<file path="src/rtl/mult_arbiter.sv">
// mult_arbiter: round-robin arbiter sharing one pipelined signed 16x16
// multiplier among NUM_REQ requesters.
//
// A grant is chosen combinationally from req_valid_i and the registered
// round-robin pointer. The granted requester's operands are presented on
// mul_a_o/mul_b_o. A tag pipeline the same length as the multiplier
// latency carries {valid, requester ID} alongside each operation, so the
// product can be returned on rsp_*_o one edge after it appears on mul_p_i.
//
// Ports
//   clk          clock, rising edge
//   rst_n        asynchronous active-low reset
//   req_valid_i  [NUM_REQ]     per-requester operation request
//   req_a_i      [16*NUM_REQ]  signed operand A, requester i at [16i+15:16i]
//   req_b_i      [16*NUM_REQ]  signed operand B, same packing
//   req_ready_o  [NUM_REQ]     one-hot grant (accept = valid & ready)
//   mul_a_o      [16]          operand A to the shared multiplier
//   mul_b_o      [16]          operand B to the shared multiplier
//   mul_p_i      [32]          product from the multiplier (MULT_LAT edges later)
//   rsp_valid_o  1             one-cycle result strobe
//   rsp_id_o     [IDW]         requester owning rsp_p_o
//   rsp_p_o      [32]          signed product
//   inflight_o   [IDW+2]       accepted operations not yet returned
//   idle_o       1             no work in flight and no request pending
module mult_arbiter #(
  parameter int NUM_REQ  = 4,
  parameter int MULT_LAT = 2,
  localparam int IDW     = ($clog2(NUM_REQ) < 1) ? 1 : $clog2(NUM_REQ)
) (
  input  logic                   clk,
  input  logic                   rst_n,
  input  logic [NUM_REQ-1:0]     req_valid_i,
  input  logic [16*NUM_REQ-1:0]  req_a_i,
  input  logic [16*NUM_REQ-1:0]  req_b_i,
  output logic [NUM_REQ-1:0]     req_ready_o,
  output logic [15:0]            mul_a_o,
  output logic [15:0]            mul_b_o,
  input  logic [31:0]            mul_p_i,
  output logic                   rsp_valid_o,
  output logic [IDW-1:0]         rsp_id_o,
  output logic [31:0]            rsp_p_o,
  output logic [IDW+1:0]         inflight_o,
  output logic                   idle_o
);

  localparam logic [IDW+1:0] INFL_ONE = {{(IDW+1){1'b0}}, 1'b1};

  logic [IDW-1:0]  ptr_q, ptr_d;
  logic [IDW-1:0]  cand_s;
  logic            grant_found_s;
  logic [IDW-1:0]  grant_idx_s;
  logic            accept_s;
  logic [NUM_REQ-1:0] req_ready_s;
  logic [15:0]     mul_a_s, mul_b_s;

  logic [MULT_LAT-1:0] tag_vld_q;
  logic [IDW-1:0]      tag_id_q [MULT_LAT];

  logic            rsp_valid_q, rsp_valid_d;
  logic [IDW-1:0]  rsp_id_q, rsp_id_d;
  logic [31:0]     rsp_p_q, rsp_p_d;
  logic [IDW+1:0]  inflight_q, inflight_d;

  // Round-robin search: first valid requester at or after ptr, wrapping.
  always_comb begin
    grant_found_s = 1'b0;
    grant_idx_s   = '0;
    cand_s        = '0;
    for (int k = 0; k < NUM_REQ; k++) begin
      cand_s = IDW'((int'(ptr_q) + k) % NUM_REQ);
      if (!grant_found_s && req_valid_i[cand_s]) begin
        grant_found_s = 1'b1;
        grant_idx_s   = cand_s;
      end else begin
        grant_found_s = grant_found_s;
      end
    end
  end

  // The granted requester is valid by construction, so a grant is an acceptance.
  assign accept_s = grant_found_s;

  // One-hot ready and operand mux; everything zero when nobody is granted.
  always_comb begin
    req_ready_s = '0;
    mul_a_s     = 16'h0000;
    mul_b_s     = 16'h0000;
    for (int i = 0; i < NUM_REQ; i++) begin
      if (grant_found_s && (grant_idx_s == IDW'(i))) begin
        req_ready_s[i] = 1'b1;
        mul_a_s        = req_a_i[16*i +: 16];
        mul_b_s        = req_b_i[16*i +: 16];
      end else begin
        req_ready_s[i] = 1'b0;
      end
    end
  end

  // Pointer moves to the slot after the accepted requester, wrapping at NUM_REQ.
  always_comb begin
    ptr_d = ptr_q;
    if (!accept_s) begin
      ptr_d = ptr_q;
    end else if (grant_idx_s == IDW'(NUM_REQ - 1)) begin
      ptr_d = '0;
    end else begin
      ptr_d = grant_idx_s + IDW'(1);
    end
  end

  // Response capture: the last tag stage lines up with the product on mul_p_i.
  always_comb begin
    rsp_valid_d = 1'b0;
    rsp_id_d    = rsp_id_q;
    rsp_p_d     = rsp_p_q;
    if (tag_vld_q[MULT_LAT-1]) begin
      rsp_valid_d = 1'b1;
      rsp_id_d    = tag_id_q[MULT_LAT-1];
      rsp_p_d     = mul_p_i;
    end else begin
      rsp_valid_d = 1'b0;
    end
  end

  // In-flight count; simultaneous accept and return cancel out.
  always_comb begin
    inflight_d = inflight_q;
    case ({accept_s, rsp_valid_q})
      2'b10:   inflight_d = inflight_q + INFL_ONE;
      2'b01:   inflight_d = inflight_q - INFL_ONE;
      default: inflight_d = inflight_q;
    endcase
  end

  // State registers: pointer, tag pipeline, response and in-flight count.
  always_ff @(posedge clk or negedge rst_n) begin
    if (!rst_n) begin
      ptr_q       <= '0;
      tag_vld_q   <= '0;
      for (int k = 0; k < MULT_LAT; k++) begin
        tag_id_q[k] <= '0;
      end
      rsp_valid_q <= 1'b0;
      rsp_id_q    <= '0;
      rsp_p_q     <= 32'h0000_0000;
      inflight_q  <= '0;
    end else begin
      ptr_q        <= ptr_d;
      tag_vld_q[0] <= accept_s;
      tag_id_q[0]  <= grant_idx_s;
      for (int k = 1; k < MULT_LAT; k++) begin
        tag_vld_q[k] <= tag_vld_q[k-1];
        tag_id_q[k]  <= tag_id_q[k-1];
      end
      rsp_valid_q <= rsp_valid_d;
      rsp_id_q    <= rsp_id_d;
      rsp_p_q     <= rsp_p_d;
      inflight_q  <= inflight_d;
    end
  end

  assign req_ready_o = req_ready_s;
  assign mul_a_o     = mul_a_s;
  assign mul_b_o     = mul_b_s;
  assign rsp_valid_o = rsp_valid_q;
  assign rsp_id_o    = rsp_id_q;
  assign rsp_p_o     = rsp_p_q;
  assign inflight_o  = inflight_q;
  assign idle_o      = (inflight_q == '0) && (req_valid_i == '0);

endmodule

</file>
<file path="config.mk">
export PLATFORM = sky130hd
export DESIGN_NAME = mult_arbiter
export DESIGN_NICKNAME = d
export VERILOG_FILES = /design/src/rtl/mult_arbiter.sv
export SDC_FILE = /design/constraint.sdc
export NUM_CORES = 1
export LEC_CHECK = 0
export CORE_ASPECT_RATIO = 0.9
export CORE_UTILIZATION = 28
export DETAILED_ROUTE_END_ITERATION = 10
export GPL_TIMING_DRIVEN = 0
export PLACE_DENSITY = 0.71
export SYNTH_ARGS = -nofsm -noshare
export SYNTH_HDL_FRONTEND = slang
export SYNTH_SLANG_ARGS = --single-unit
</file>
<file path="constraint.sdc">
create_clock -name clk -period 2.5 [get_ports clk]
set_input_delay 0.375 -clock clk [delete_from_list [all_inputs] [get_ports clk]]
set_output_delay 0.375 -clock clk [all_outputs]
set_load 0.05 [all_outputs]
</file>
==> impl_metrics.toml <==
[job]
maxCapViolations = 0

[floorplanning]
core_area_um2 = 11390
initial_core_util = 0.2868
rows = 37
io_pins = 242
die_area_um2 = 12100
die_h_um = 104.5
die_w_um = 115.8

[layout]
multi_input_area_um2 = 2181
nNetsFinal = 795
regArea_um2 = 1177
syn2layout_area_growth_pct = 106.5
mostFrequentLayoutCells = "clkdlybuf4s50_1, dfrtp_1, buf_6"
mostFrequentLayoutCell = "clkdlybuf4s50_1"
fillers = 983
drive_gt1_frac = 0.2733
final_area_um2 = 6743

[timing]
rsz0062_at_grt = "yes"
clock_skew_ns = 0.002593
holdWs_ns = 0.3470
finalHoldViolCount = 0
worst_pin_slew_ns = 0.5275
max_freq_mhz = 331.5
slew_headroom = 0.6473
fin_ws_ns = -0.5164
period_needed_ns = 3.016
finalMaxSlewViolations = 0
setup_violations = 35
period_share = 1.207

[outcome]
violations = "setup timing"
outcome = "finished with violations"

[synth]
synth-edff-count = 0
synth_top_family_by_area = "compound AO/OA/AOI/OAI gates"
synth_seq_area_share = 0.3602
synth_mux_area_frac = 0.1241
synth_cell_types = 33
synth_area_um2 = 3266
ys_ff_latch = 47
async_flop_share = 1.000
synth_cells = 360
yosys_warnings = 0
ys.flop_type = "dfrtp_1"
yosys.area_share.xor_xnor = 0.005364
synthAdderAreaFrac = 0.03295
syn-num-nets = 534
synth.avg_cell_area_um2 = 9.071
yosys.area_share.simple = 0.1494
synth_compound_area_frac = 0.2299

[power_and_ir_drop]
power.total_mw = 6.700
p_leak_nw = 2.708
peakVddDrop_v = 0.0006194
power.density_nw_per_um2 = 993.6

[grt]
grt_first_pass_wirelength_um = 19200
grt_pass1_vias = 3903
track_usage = 0.2012
overflow = 0
antenna_found_initial = 2
grt_max_degree = 37

[placement]
placed_cell_area_um2 = 6276
io_buffer_count = 241
dp_hpwl_um = 9832
place_ws_ns = -1.607
place.gp.congestion = 0.8846

[clock_tree]
cts.htree.levels = 2
cts_root_buf = "clkbuf_16"
clock-sinks = 47
numCtsBuffers = 5
clk_latency_ns = 0.27
cts_buffer_depth = 2
clk_pin_slew_worst_paths_ns = 0.06
cts_tree = "built"

[worst_setup_path]
end_kind = "output port"
startpoint_type = "flop"
arrival_ns = 2.64
crit_chain = "mux2_4 -> o221ai_4 -> inv_2 -> ha_4 -> buf_4 -> buf_16 -> nand3b_1 -> a221o_1 -> a21oi_2 -> buf_6"
worstSetupPathType = "flop to output port"
slowest_delay_ns = 0.44
cp.required_ns = 2.12
crit_slowest_cell = "dfrtp_2"
crit_fanout = 5

[routing]
viasPerCell = 4.840
vias = 3775
firstDrtPassIters = 5
drt-initial-drc-count = 161
detail-route-antenna-nets = 0
wire_per_inst_um = 16.02
wirelength_um = 12500
drc = 0

[min_path]
hold_class = "flop to flop"
[sequential cells by signal (all words and copies together) (netlist names)]
signal and count:
rsp_valid_o 1, tag_vld_q 2, ptr_q 2, tag_id_q 4
rsp_id_o 2, rsp_p_o 32, inflight_o 4
[per-stage QoR]
stage          setup TNS, ns    util  cells
2_1_floorplan         -3.697       -    360
3_3_place_gp          -61.78  0.5498    757
3_5_place_dp          -57.14  0.5511    758
4_1_cts               -14.94  0.5864    776
5_1_grt               -18.74  0.5921    780
6_report              -15.24  0.5921    780
[synth_stat cells, drive strengths merged (2+ instances only)]
master  instances  share of area
inv            40          0.046
nand3           2         0.0031
o21ai           2         0.0031
a21boi          2         0.0046
a221o          32          0.098
dfrtp          47           0.36
a21oi          68           0.10
nor3b           3         0.0069
clkbuf         11          0.013
ha              7          0.027
nand2          37          0.043
mux2           36           0.12
and2            4         0.0077
nand3b         32          0.074
buf            22          0.039
[worst max-delay path, delay by kind of cell (launching register included)]
family          cells  cell delay, ns
fa+ha+maj           1            0.18
simple gates        1            0.14
mux                 1            0.32
flops               1            0.44
compound gates      3            0.72
buf+inv             4            0.55
[where the power goes]
group,internal (mW),switching [mW],leakage [nW]
Sequential,0.877,0.0893,0.543
Clock,0.368,0.253,0.0669
Combinational,2.20,2.91,2.10
Total,3.45,3.25,2.71
[what timing repair did]
item                       in CTS  in global routing
hold buffers                    1                  0
hold endpoints to repair       11                  0
cloned                          2                  0
resized for setup             303                 17
setup endpoints to repair      40                 37
buffers inserted                7                  2
pin swaps                      16                  8
[area by class of cell]
type / instances / share of cell area
plain buffers: 33 / 0.04379
clock inverters: 2 / 0.001856
well taps: 156 / 0.02895
clock buffers: 6 / 0.01911
diodes: 2 / 0.0007423
repair buffers: 254 / 0.3852
inverters: 40 / 0.02227
multi-input cells: 240 / 0.3234
flip-flops and latches: 47 / 0.1746
[cell families after synthesis]
logic type,count (synthesis)
buf+inv,73
mux,36
xor+xnor,2
fa+ha+maj,8
compound gates,111
simple gates,83
flops,47
[layer usage]
layer	vias to the layer above	GRT usage	wire [um]
met5	-	0	0
met2	172	0.3695	6345
met3	18	0.05653	1135
met4	0	0.05495	242
li1	1813	-	-
met1	1772	0.2220	4774
[final timing paths]
| path | start | to | slack, ns | cells after the start |
|---|---|---|---|---|
| max | ptr_q[1]$_DFFE_PN0P_ | mul_a_o[15] | -0.52 | 10 |
| min | tag_id_q[2]$_DFF_PN0_ | tag_id_q[0]$_DFF_PN0_ | 0.35 | 0 |
| max reg2reg | rsp_valid_o$_DFF_PN0_ | inflight_o[3]$_DFFE_PN0P_ | 0.60 | 5 |
| min reg2reg | tag_id_q[2]$_DFF_PN0_ | tag_id_q[0]$_DFF_PN0_ | 0.35 | 0 |
| max in group asynchronous | rst_n | ptr_q[1]$_DFFE_PN0P_ | 1.48 | 3 |
| min in group asynchronous | rst_n | rsp_p_o[4]$_DFFE_PN0P_ | 0.52 | 2 |
Note: power is estimated with default switching activity, not from simulation.
